==> src/rtl/core_pkg.sv <==
// Core-wide vector types, sizes and decode helpers used by the dispatch path.
// Pure declarations; no timing or flow control lives here.
package core_pkg;

   localparam int unsigned NrVFU        = 3;
   localparam int unsigned InsnIDNum    = 8;
   localparam int unsigned VRFAddrWidth = 10;

   typedef logic [$clog2(InsnIDNum)-1:0] insn_id_t;
   typedef logic [4:0]                   vreg_t;
   typedef logic [15:0]                  vlen_t;
   typedef logic [VRFAddrWidth-1:0]      vaddr_t;

   typedef enum logic [2:0] {VADD, VSUB, VAND, VOR, VLE, VSE} vop_e;
   typedef enum logic [1:0] {EW8, EW16, EW32, EW64} vew_e;
   typedef enum logic [1:0] {VALU = 2'd0, VLU = 2'd1, VSU = 2'd2} vfu_e;

   // use_vs[0] qualifies vs1, use_vs[1] qualifies vs2
   typedef struct packed {
      vop_e        vop;
      vew_e        vew;
      vlen_t       vlB;
      vreg_t       vs1;
      vreg_t       vs2;
      vreg_t       vd;
      logic [1:0]  use_vs;
      logic        use_vd;
      logic [31:0] scalar_op;
      insn_id_t    insn_id;
      logic        flip_bit;
   } issue_req_t;

   typedef struct packed {
      vreg_t      vs1;
      vreg_t      vs2;
      vlen_t      vlB;
      logic [2:0] queue_req;
   } op_req_t;

   typedef struct packed {
      vop_e        vop;
      vew_e        vew;
      vlen_t       vlB;
      logic [1:0]  use_vs;
      logic [31:0] scalar_op;
      insn_id_t    insn_id;
      vreg_t       vd;
      vaddr_t      waddr;
   } vfu_req_t;

   typedef struct packed {
      vreg_t      vd;
      logic       use_vd;
      vreg_t      vs1;
      vreg_t      vs2;
      logic [1:0] use_vs;
   } insn_entry_t;

   // Queue 0/1 feed vs1/vs2 of arithmetic ops; queue 2 carries store data
   function automatic logic [2:0] GetOpQueue(vop_e vop, logic [1:0] use_vs);
      logic [2:0] q;
      case (vop)
         VLE:     q = 3'b000;
         VSE:     q = {use_vs[0], 2'b00};
         default: q = {1'b0, use_vs[1], use_vs[0]};
      endcase
      return q;
   endfunction

   function automatic vfu_e GetVFUByVOp(vop_e vop);
      vfu_e f;
      case (vop)
         VLE:     f = VLU;
         VSE:     f = VSU;
         default: f = VALU;
      endcase
      return f;
   endfunction

   function automatic vaddr_t GetVRFAddr(vreg_t vd);
      return {vd, 5'b00000};
   endfunction

endpackage

==> src/rtl/vinsn_dispatcher_if.sv <==
// Issue, operand-request, VFU-request and completion signals of the dispatcher.
// slave = dispatcher side, master = issue/VFU environment side.
interface vinsn_dispatcher_if #(
   parameter int unsigned NrVFU     = core_pkg::NrVFU,
   parameter int unsigned InsnIDNum = core_pkg::InsnIDNum
) ();
   import core_pkg::*;

   logic                     issue_valid_i;
   issue_req_t               issue_req_i;
   logic                     issue_ready_o;
   logic                     op_req_valid_o;
   op_req_t                  op_req_o;
   logic                     op_req_ready_i;
   logic [NrVFU-1:0]         vfu_req_valid_o;
   vfu_req_t                 vfu_req_o;
   logic [NrVFU-1:0]         vfu_ready_i;
   logic [NrVFU-1:0]         vfu_done_i;
   insn_id_t [NrVFU-1:0]     vfu_done_id_i;
   logic [InsnIDNum-1:0]     insn_busy_o;

   modport slave (
      input  issue_valid_i, issue_req_i, op_req_ready_i, vfu_ready_i, vfu_done_i, vfu_done_id_i,
      output issue_ready_o, op_req_valid_o, op_req_o, vfu_req_valid_o, vfu_req_o, insn_busy_o
   );

   modport master (
      output issue_valid_i, issue_req_i, op_req_ready_i, vfu_ready_i, vfu_done_i, vfu_done_id_i,
      input  issue_ready_o, op_req_valid_o, op_req_o, vfu_req_valid_o, vfu_req_o, insn_busy_o
   );

endinterface

==> src/rtl/vinsn_hazard_check.sv <==
// Flags RAW/WAW/WAR conflicts between a candidate instruction and every busy table entry.
// Purely combinational; no flow control.
module vinsn_hazard_check import core_pkg::*; #(
   parameter int unsigned InsnIDNum = core_pkg::InsnIDNum
) (
   input  logic [InsnIDNum-1:0]        busy,
   input  insn_entry_t [InsnIDNum-1:0] entries,
   input  insn_entry_t                 cand,
   output logic                        hazard
);

   function automatic logic conflicts(insn_entry_t e, insn_entry_t c);
      logic raw, waw, war;
      raw = e.use_vd && ((c.use_vs[0] && e.vd == c.vs1) || (c.use_vs[1] && e.vd == c.vs2));
      waw = e.use_vd && c.use_vd && (e.vd == c.vd);
      war = c.use_vd && ((e.use_vs[0] && e.vs1 == c.vd) || (e.use_vs[1] && e.vs2 == c.vd));
      return raw || waw || war;
   endfunction

   always_comb begin
      hazard = 1'b0;
      for (int unsigned i = 0; i < InsnIDNum; i++) begin
         if (busy[i] && conflicts(entries[i], cand)) hazard = 1'b1;
      end
   end

endmodule

==> src/rtl/vinsn_dispatcher.sv <==
// Tracks in-flight vector instructions and dispatches hazard-free ones to operand fetch and a VFU.
// Outputs one cycle after accept; op and VFU handshakes drain independently, issue stalls until both clear.
module vinsn_dispatcher import core_pkg::*; #(
   parameter int unsigned NrVFU     = core_pkg::NrVFU,
   parameter int unsigned InsnIDNum = core_pkg::InsnIDNum
) (
   input logic               clk_i,
   input logic               rst_i,
   vinsn_dispatcher_if.slave dis
);

   logic [InsnIDNum-1:0]        busy_q, busy_d, done_mask;
   insn_entry_t [InsnIDNum-1:0] tbl_q;
   insn_entry_t                 cand;
   logic                        hazard;

   logic     op_pend_q, vfu_pend_q;
   op_req_t  op_req_q;
   vfu_req_t vfu_req_q;
   vfu_e     vfu_sel_q;

   logic vfu_rdy_sel, stage_free, accept;

   assign cand = '{vd:     dis.issue_req_i.vd,
                   use_vd: dis.issue_req_i.use_vd,
                   vs1:    dis.issue_req_i.vs1,
                   vs2:    dis.issue_req_i.vs2,
                   use_vs: dis.issue_req_i.use_vs};

   vinsn_hazard_check #(.InsnIDNum(InsnIDNum)) i_hazard (
      .busy    (busy_q),
      .entries (tbl_q),
      .cand    (cand),
      .hazard  (hazard)
   );

   assign vfu_rdy_sel = dis.vfu_ready_i[vfu_sel_q];
   assign stage_free  = (!op_pend_q || dis.op_req_ready_i) && (!vfu_pend_q || vfu_rdy_sel);

   // Busy and hazard look only at registered state: a done this cycle frees the id next cycle
   assign dis.issue_ready_o = !rst_i && !busy_q[dis.issue_req_i.insn_id] && !hazard && stage_free;
   assign accept            = dis.issue_valid_i && dis.issue_ready_o;

   always_comb begin
      done_mask = '0;
      for (int unsigned k = 0; k < NrVFU; k++) begin
         if (dis.vfu_done_i[k]) done_mask[dis.vfu_done_id_i[k]] = 1'b1;
      end
   end

   always_comb begin
      busy_d = busy_q & ~done_mask;
      if (accept) busy_d[dis.issue_req_i.insn_id] = 1'b1;
   end

   always_ff @(posedge clk_i) begin
      if (rst_i) begin
         busy_q     <= '0;
         op_pend_q  <= 1'b0;
         vfu_pend_q <= 1'b0;
      end else begin
         busy_q <= busy_d;
         if (accept) begin
            op_pend_q  <= GetOpQueue(dis.issue_req_i.vop, dis.issue_req_i.use_vs) != 3'b000;
            vfu_pend_q <= 1'b1;
         end else begin
            if (dis.op_req_ready_i) op_pend_q  <= 1'b0;
            if (vfu_rdy_sel)        vfu_pend_q <= 1'b0;
         end
      end
   end

   always_ff @(posedge clk_i) begin
      if (accept) begin
         tbl_q[dis.issue_req_i.insn_id] <= cand;
         op_req_q <= '{vs1:       dis.issue_req_i.vs1,
                       vs2:       dis.issue_req_i.vs2,
                       vlB:       dis.issue_req_i.vlB,
                       queue_req: GetOpQueue(dis.issue_req_i.vop, dis.issue_req_i.use_vs)};
         vfu_req_q <= '{vop:       dis.issue_req_i.vop,
                        vew:       dis.issue_req_i.vew,
                        vlB:       dis.issue_req_i.vlB,
                        use_vs:    dis.issue_req_i.use_vs,
                        scalar_op: dis.issue_req_i.scalar_op,
                        insn_id:   dis.issue_req_i.insn_id,
                        vd:        dis.issue_req_i.vd,
                        waddr:     GetVRFAddr(dis.issue_req_i.vd)};
         vfu_sel_q <= GetVFUByVOp(dis.issue_req_i.vop);
      end
   end

   assign dis.op_req_valid_o  = op_pend_q;
   assign dis.op_req_o        = op_req_q;
   assign dis.vfu_req_valid_o = vfu_pend_q ? (NrVFU'(1) << vfu_sel_q) : '0;
   assign dis.vfu_req_o       = vfu_req_q;
   assign dis.insn_busy_o     = busy_q;

endmodule

==> src/flat_wrapper.sv <==
// flat-port wrapper written by rule: the top's interface ports become plain ports
module vinsn_dispatcher_flat import core_pkg::*;
#(
   parameter int unsigned NrVFU     = core_pkg::NrVFU,
   parameter int unsigned InsnIDNum = core_pkg::InsnIDNum
)
  (clk_i, rst_i, dis_issue_valid_i, dis_issue_req_i, dis_op_req_ready_i, dis_vfu_ready_i, dis_vfu_done_i, dis_vfu_done_id_i, dis_issue_ready_o, dis_op_req_valid_o, dis_op_req_o, dis_vfu_req_valid_o, dis_vfu_req_o, dis_insn_busy_o);
  vinsn_dispatcher_if #(.NrVFU(NrVFU), .InsnIDNum(InsnIDNum)) dis_i ();
  input logic clk_i;
  input logic rst_i;
  input wire logic [$bits(dis_i.issue_valid_i)-1:0] dis_issue_valid_i;
  input wire logic [$bits(dis_i.issue_req_i)-1:0] dis_issue_req_i;
  input wire logic [$bits(dis_i.op_req_ready_i)-1:0] dis_op_req_ready_i;
  input wire logic [$bits(dis_i.vfu_ready_i)-1:0] dis_vfu_ready_i;
  input wire logic [$bits(dis_i.vfu_done_i)-1:0] dis_vfu_done_i;
  input wire logic [$bits(dis_i.vfu_done_id_i)-1:0] dis_vfu_done_id_i;
  output wire logic [$bits(dis_i.issue_ready_o)-1:0] dis_issue_ready_o;
  output wire logic [$bits(dis_i.op_req_valid_o)-1:0] dis_op_req_valid_o;
  output wire logic [$bits(dis_i.op_req_o)-1:0] dis_op_req_o;
  output wire logic [$bits(dis_i.vfu_req_valid_o)-1:0] dis_vfu_req_valid_o;
  output wire logic [$bits(dis_i.vfu_req_o)-1:0] dis_vfu_req_o;
  output wire logic [$bits(dis_i.insn_busy_o)-1:0] dis_insn_busy_o;
  assign dis_i.issue_valid_i = dis_issue_valid_i;
  assign dis_i.issue_req_i = dis_issue_req_i;
  assign dis_i.op_req_ready_i = dis_op_req_ready_i;
  assign dis_i.vfu_ready_i = dis_vfu_ready_i;
  assign dis_i.vfu_done_i = dis_vfu_done_i;
  assign dis_i.vfu_done_id_i = dis_vfu_done_id_i;
  assign dis_issue_ready_o = dis_i.issue_ready_o;
  assign dis_op_req_valid_o = dis_i.op_req_valid_o;
  assign dis_op_req_o = dis_i.op_req_o;
  assign dis_vfu_req_valid_o = dis_i.vfu_req_valid_o;
  assign dis_vfu_req_o = dis_i.vfu_req_o;
  assign dis_insn_busy_o = dis_i.insn_busy_o;
  vinsn_dispatcher #(.NrVFU(NrVFU), .InsnIDNum(InsnIDNum)) u_core (.clk_i(clk_i), .rst_i(rst_i), .dis(dis_i));
endmodule
==> config.mk <==
export PLATFORM = sky130hd
export DESIGN_NAME = vinsn_dispatcher_flat
export DESIGN_NICKNAME = d
export VERILOG_FILES = /design/src/rtl/core_pkg.sv /design/src/rtl/vinsn_dispatcher_if.sv /design/src/rtl/vinsn_hazard_check.sv /design/src/rtl/vinsn_dispatcher.sv /design/src/flat_wrapper.sv
export SDC_FILE = /design/constraint.sdc
export NUM_CORES = 1
export LEC_CHECK = 0
export BUFFER_PORTS_ARGS = -buffer_cell sky130_fd_sc_hd__buf_4
export CELL_PAD_IN_SITES_DETAIL_PLACEMENT = 0
export CELL_PAD_IN_SITES_GLOBAL_PLACEMENT = 1
export CORE_ASPECT_RATIO = 2
export CORE_MARGIN = 3
export CORE_UTILIZATION = 40
export DETAILED_ROUTE_END_ITERATION = 12
export PLACE_DENSITY_LB_ADDON = 0.1
export SYNTH_ARGS = -nofsm -noshare
export SYNTH_HDL_FRONTEND = slang
export SYNTH_SLANG_ARGS = --single-unit
==> constraint.sdc <==
create_clock -name clk_i -period 10.85 [get_ports clk_i]
set_input_delay 2.17 -clock clk_i [delete_from_list [all_inputs] [get_ports clk_i]]
set_output_delay 2.17 -clock clk_i [all_outputs]
set_load 0.02 [all_outputs]
### After elaboration in Yosys (flattened, before gate mapping)

Cells that the tools add are included.

| cells by class | value |
|---|---|
| $add $sub $neg | 0 |
| multipliers | 0 |
| divide/modulo/power cells | 0 |
| order comparisons | 9 |
| equality and inequality tests | 42 |
| shift-type cells | 1 |
| mux-type cells | 36 |
| bitwise operators | 5 |
| reductions and logical operators | 123 |

Operators by type and width:

| cell | number |
|---|---|
| 5-bit == test | 40 |
| 144-bit bitwise mux | 1 |
| 1-bit logical AND | 81 |
| 18-bit demux with 3-bit select | 1 |
| 1-bit logical OR | 34 |
| 8-bit 2-to-1 mux | 4 |
| 8-bit OR | 3 |
| 1-bit 2-to-1 mux | 18 |
| 18-bit 2-to-1 mux | 1 |
| 3-bit by 4-bit less-than comparator with 1-bit output (second input constant) | 4 |
| 1-bit demux with 3-bit select | 4 |
| 3-bit by 1-bit >= comparator with 1-bit output (second input constant) | 4 |
| 3-bit 2-to-1 mux | 3 |
| 8-bit AND | 1 |
| 8-bit NOT | 1 |
| 3-bit == test (second input constant) | 2 |
| 3-bit case mux with 2 select lines | 1 |
| 1-bit logical NOT | 5 |
| 2-bit case mux with 2 select lines | 1 |
| 2-bit nonzero test | 2 |
| 1-bit binary-select mux with 3-bit select | 1 |
| 2-bit by 3-bit less-than comparator with 1-bit output (second input constant) | 1 |
| 3-bit nonzero test | 1 |
| 1-bit by 2-bit left shift with 3-bit output (first input constant) | 1 |
| 1-bit binary-select mux with 2-bit select | 1 |

| storage, ports and cells | value |
|---|---|
| register bits after elaboration | 232 |
| latch bits | 0 |
| memory bits (writable) | 0 |
| memory bits (read-only) | 0 |
| input bits | 94 |
| output and inout bits | 115 |
| word-level logic and storage cells | 270 |
| memories | 0 |

### Logic depth before layout (Yosys ltp)

| logic depth | value |
|---|---|
| word-level depth | 23 |
| depth in mapped cells | 12 |
| gate-level depth less buffers | 7 |

### By module

From an unflattened synthesis, not the netlist that was laid out.

| second synthesis, totals | value |
|---|---|
| cells, all modules | 682 |
| area, all modules | 10372.4 sq um |

By module, submodules not included:

| module | instances | cells each | area an instance (sq um) | seq. area each (sq um) |
|---|---|---|---|---|
| vinsn_dispatcher | 1 | 353 | 7731.2 | 6866.6 |
| vinsn_hazard_check | 1 | 329 | 2641.3 | 0.0 |

### Least setup slack after synthesis

OpenSTA, ideal clock, no wires.

| timing path | value |
|---|---|
| path kind | input to output |
| start | in dis_issue_req_i[1] |
| end | out dis_issue_ready_o |
| arrival | 4.019 ns |
| data required time | 8.680 ns |
| slack | 4.661 ns |
| cell stages on the path | 6 |
| path buffers | 1 |
| cell sequence | buf_2 -> mux2_2 -> a22oi_1 -> o2111ai_1 -> or4_1 -> a211oi_1 |

| on the way | value |
|---|---|
| cells in the longest elaborated chain, start to end | 6 |

RTL lines:

| item | line | source |
|---|---|---|
| from (decl) | flat_wrapper.sv:12 | `input wire logic [$bits(dis_i.issue_req_i)-1:0] dis_issue_req_i;` |
| 1-bit binary-select mux with 3-bit select | vinsn_dispatcher.sv:41 | `assign dis.issue_ready_o = !rst_i && !busy_q[dis.issue_req_i.insn_id] && !hazard && stage_free;` |
| 1-bit 2-to-1 mux (implied by the code) | vinsn_dispatcher.sv:41 |  |
| 1-bit logical NOT | vinsn_dispatcher.sv:41 |  |
| 1-bit logical AND (3 in a row) | vinsn_dispatcher.sv:41 |  |
| to (decl) | flat_wrapper.sv:17 | `output wire logic [$bits(dis_i.issue_ready_o)-1:0] dis_issue_ready_o;` |

No other way between the ends. The select of a mux whose other input is x is not followed.

### Worst setup path in the final report

| timing path | value |
|---|---|
| start | in dis_issue_req_i[40] |
| end | out dis_issue_ready_o |

| on the way | value |
|---|---|
| cells in the longest elaborated chain, start to end | 17 |
| elaborated cells between the ends (all ways) | 99 |
| those cells by class | 24 x eq/ne; 8 x mux; 67 x reduce/logical |

RTL lines:

| item | line | source |
|---|---|---|
| 5-bit == test | vinsn_hazard_check.sv:16 | `war = c.use_vd && ((e.use_vs[0] && e.vs1 == c.vd) \|\| (e.use_vs[1] && e.vs2 == c.vd));` |
| 1-bit logical AND | vinsn_hazard_check.sv:16 |  |
| 1-bit logical OR | vinsn_hazard_check.sv:16 |  |
| 1-bit logical AND | vinsn_hazard_check.sv:16 |  |
| 1-bit logical OR | vinsn_hazard_check.sv:17 | `return raw \|\| waw \|\| war;` |
| 1-bit logical AND | vinsn_hazard_check.sv:23 | `if (busy[i] && conflicts(entries[i], cand)) hazard = 1'b1;` |
| 1-bit 2-to-1 mux (7 in a row) | vinsn_hazard_check.sv:23 |  |
| 1-bit 2-to-1 mux (*) | vinsn_hazard_check.sv:23 |  |
| 1-bit logical NOT (*) | vinsn_dispatcher.sv:41 |  |
| 1-bit logical AND (*) (2 in a row) | vinsn_dispatcher.sv:41 |  |

Mark *: on every way between the ends. The rest lies on a longest branch, timed or not.

==> flow_summary.ini <==
[timing]
setup_viol = 0
worst_slew_pin_slew_ns = 0.8091
rsz0062_at_grt = false
slew_headroom_pct = 46.06
fin_ws_ns = 4.363
fin_worst_skew_ns = 0.009618
tns_ns = 0
fin_crit_sh_pct = 59.79
slew_viol_final = 0
clock.fmax_mhz = 154.1
holdWs_ns = 0.5191
period_needed_ns = 6.487
hold_viol_final = 0

[cts]
cts.sinks = 232
cts_max_level = 1
cts_tree = done
clk_pin_slew_ns = 0.07
clk_path_buf_depth = 3
clkLatencyLatePin_ns = 0.51
ctsResizeCount = 0
cts_root_buf = clkbuf_16
cts_hold_buf = 0
cts_made_buffers = 22
post_cts_buffers = 0

[power]
power.density_nw_per_um2 = 152.2
p_sw_share_pct = 23.26
seqPwrFrac_pct = 53.5
internal_power_mw = 1.467
leakage_nw = 4.565
peakVddDrop_mv = 0.1367
switching_power_uw = 444.5
p_comb_share_pct = 10.1
pwr-share-clk_pct = 36.4

[setup_path]
r2r_end = u_core.dis.op_req_o[28]$_DFFE_PP_
reg2reg_from = u_core.dis.insn_busy_o[7]$_SDFF_PP0_
required_ns = 8.68
reg2reg_slack_ns = 6.79
ff2ff_path_depth = 8
worstPathArrival_ns = 4.32
startpoint = dis_issue_req_i[40]
worstSetupEndpoint = dis_issue_ready_o
crit_fanout = 33
startpoint_type = input pin
critPathKind = input pin to output pin
crit_path_end_kind = output pin

[placement]
placed_cell_area_um2 = 11920
dp_cells = 1180
place_hpwl_mm = 17.17
dpl_worst_slack_ns = 4.261
io_buffers = 202
routabilityCongestion = 0.8716

[yosys]
ys_types = 49
syn-cell-area_um2 = 10370
synth_top_family_by_area = XOR/XNOR gates
synthAdderAreaFrac_pct = 0
async_reset_ff_share_pct = 0
ys.flop_type = edfxtp_1
synth_edf_count = 222
synth-compound-area-share_pct = 2.473
synth.ff_latch_count = 232
synth_cells = 689
synth_xor_area_share_pct = 16.89
synth_simple_gate_area_share_pct = 9.218
ys_seq_area_share_pct = 66.22
avgSynthCellArea_um2 = 15.05
yosys_warnings = 0
synthMuxAreaShare_pct = 0.3016

[cells_and_area]
nNetsFinal = 962
final_cell_area_um2 = 12560
drive_above_1_share_pct = 28.49
antenna_cells = 0
area_delta_synth_final_pct = 21.10
fin_cells = 1217

[floorplan]
die_y_um = 233.7
dieArea_um2 = 28010
die_x_um = 119.9
core_area_um2 = 25340
io-pin-count = 209
start_util_pct = 40.92
num_rows = 82

[detailed_routing]
detail-route-antenna-nets = 0
drcViolationCount = 0
routedWlPerCell_um = 21.57
drtIter0Drc = 306
wl_mm = 26.25
via_per_inst = 5.224
first_pass_iters = 4
num_vias = 6358

[global_route]
grt_first_pass_wirelength_mm = 39.46
grt_pass1_vias = 6755
grt_use_total_pct = 18.70
antenna_found_initial = 0
overflow = 0
grt_max_degree = 51

[hold_path]
min_path_type = flip-flop to flip-flop
hold_path.startpoint = u_core.dis.op_req_valid_o$_SDFFE_PP0P_

[run_status]
status = finished clean

[job]
maxCapViolCount = 0
[sequential cells by signal, indices dropped and copies added, names as in the netlist]
register,cells
u_core.tbl_q,144
u_core.vfu_pend_q,1
u_core.dis.op_req_o,29
u_core.dis.op_req_valid_o,1
u_core.dis.insn_busy_o,8
u_core.dis.vfu_req_o,47
u_core.vfu_sel_q,2
[cell usage after synthesis, drive strengths merged (4+ instances only)]
master / count / area share [%]
and2: 11 / 0.66
buf: 55 / 4.4
clkbuf: 5 / 0.18
dfxtp: 10 / 1.9
edfxtp: 222 / 64
inv: 8 / 0.29
nand2: 9 / 0.33
nand2b: 8 / 0.48
nand4: 58 / 3.5
nor2: 9 / 0.35
nor3: 5 / 0.39
nor4: 41 / 2.6
o22ai: 8 / 0.48
o311ai: 4 / 0.34
xnor2: 40 / 3.4
xor2: 160 / 14
[logic make-up after synthesis]
group / Yosys count
flip-flops: 232
XOR/XNOR: 200
AND/OR/NAND/NOR: 154
buffers and inverters: 69
AO/OA/AOI/OAI: 30
multiplexers: 3
other: 1
[layout by cell type, fill, tap and decap left out, types with 9 or more instances in the layout]
cell and n:
buf_4 211, nor4_1 40, nand4_1 58, nand2_1 9, xnor2_1 40, and2_1 11
clkbuf_16 23, dfxtp_1 10, xor2_1 160, edfxtp_1 222
[area by class of cell]
class | count | area (µm²)
Tap cell | 336 | 420.4
Sequential cell | 232 | 6867
Clock buffer | 25 | 583.1
Timing Repair Buffer | 211 | 1584
Inverter | 9 | 35.03
Clock inverter | 12 | 55.05
Fill cell | 2191 | 12780
Multi-Input combinational cell | 392 | 3014
[stage by stage]
stage	total power, mW	util, %
global route	1.986	49.56
floorplan	1.154	-
global placement	1.233	47.04
detailed placement	1.237	47.04
CTS	1.940	49.56
finish	1.911	49.56
[metal layers]
| layer | global-route usage, % | vias up | share of wire, % |
|---|---|---|---|
| met5 | 0 | - | 0 |
| met4 | 8.390 | 0 | 3.9 |
| met3 | 3.223 | 58 | 5.8 |
| met2 | 35.46 | 272 | 55 |
| met1 | 20.04 | 3142 | 35 |
| li1 | - | 2886 | - |
[power groups by stage]
stage / logic (mW) / registers [mW] / clock network, mW
detailed placement: 0.196 / 1.04 / 0
global placement: 0.192 / 1.04 / 0
finish: 0.193 / 1.02 / 0.697
CTS: 0.196 / 1.02 / 0.722
global route: 0.209 / 1.02 / 0.753
floorplan: 0.0945 / 1.06 / 0
[how the worst min path moves through the flow]
stage | endpoint | depth (start not counted)
floorplan | u_core.vfu_pend_q$_SDFFE_PP0P_ | 2
global placement | u_core.dis.op_req_valid_o$_SDFFE_PP0P_ | 2
detailed placement | u_core.dis.op_req_valid_o$_SDFFE_PP0P_ | 2
CTS | u_core.dis.op_req_valid_o$_SDFFE_PP0P_ | 2
global route | u_core.dis.op_req_valid_o$_SDFFE_PP0P_ | 2
finish | u_core.dis.op_req_valid_o$_SDFFE_PP0P_ | 2
[critical path, cell delays in order]
cell      delay (ns)
buf_4           0.47
xor2_1          0.21
nor4_1          0.08
nand4_1         0.11
nand4_1         0.20
or4_1           0.57
a211oi_1        0.28
buf_4           0.19
Note: power is estimated with default switching activity, not from simulation.
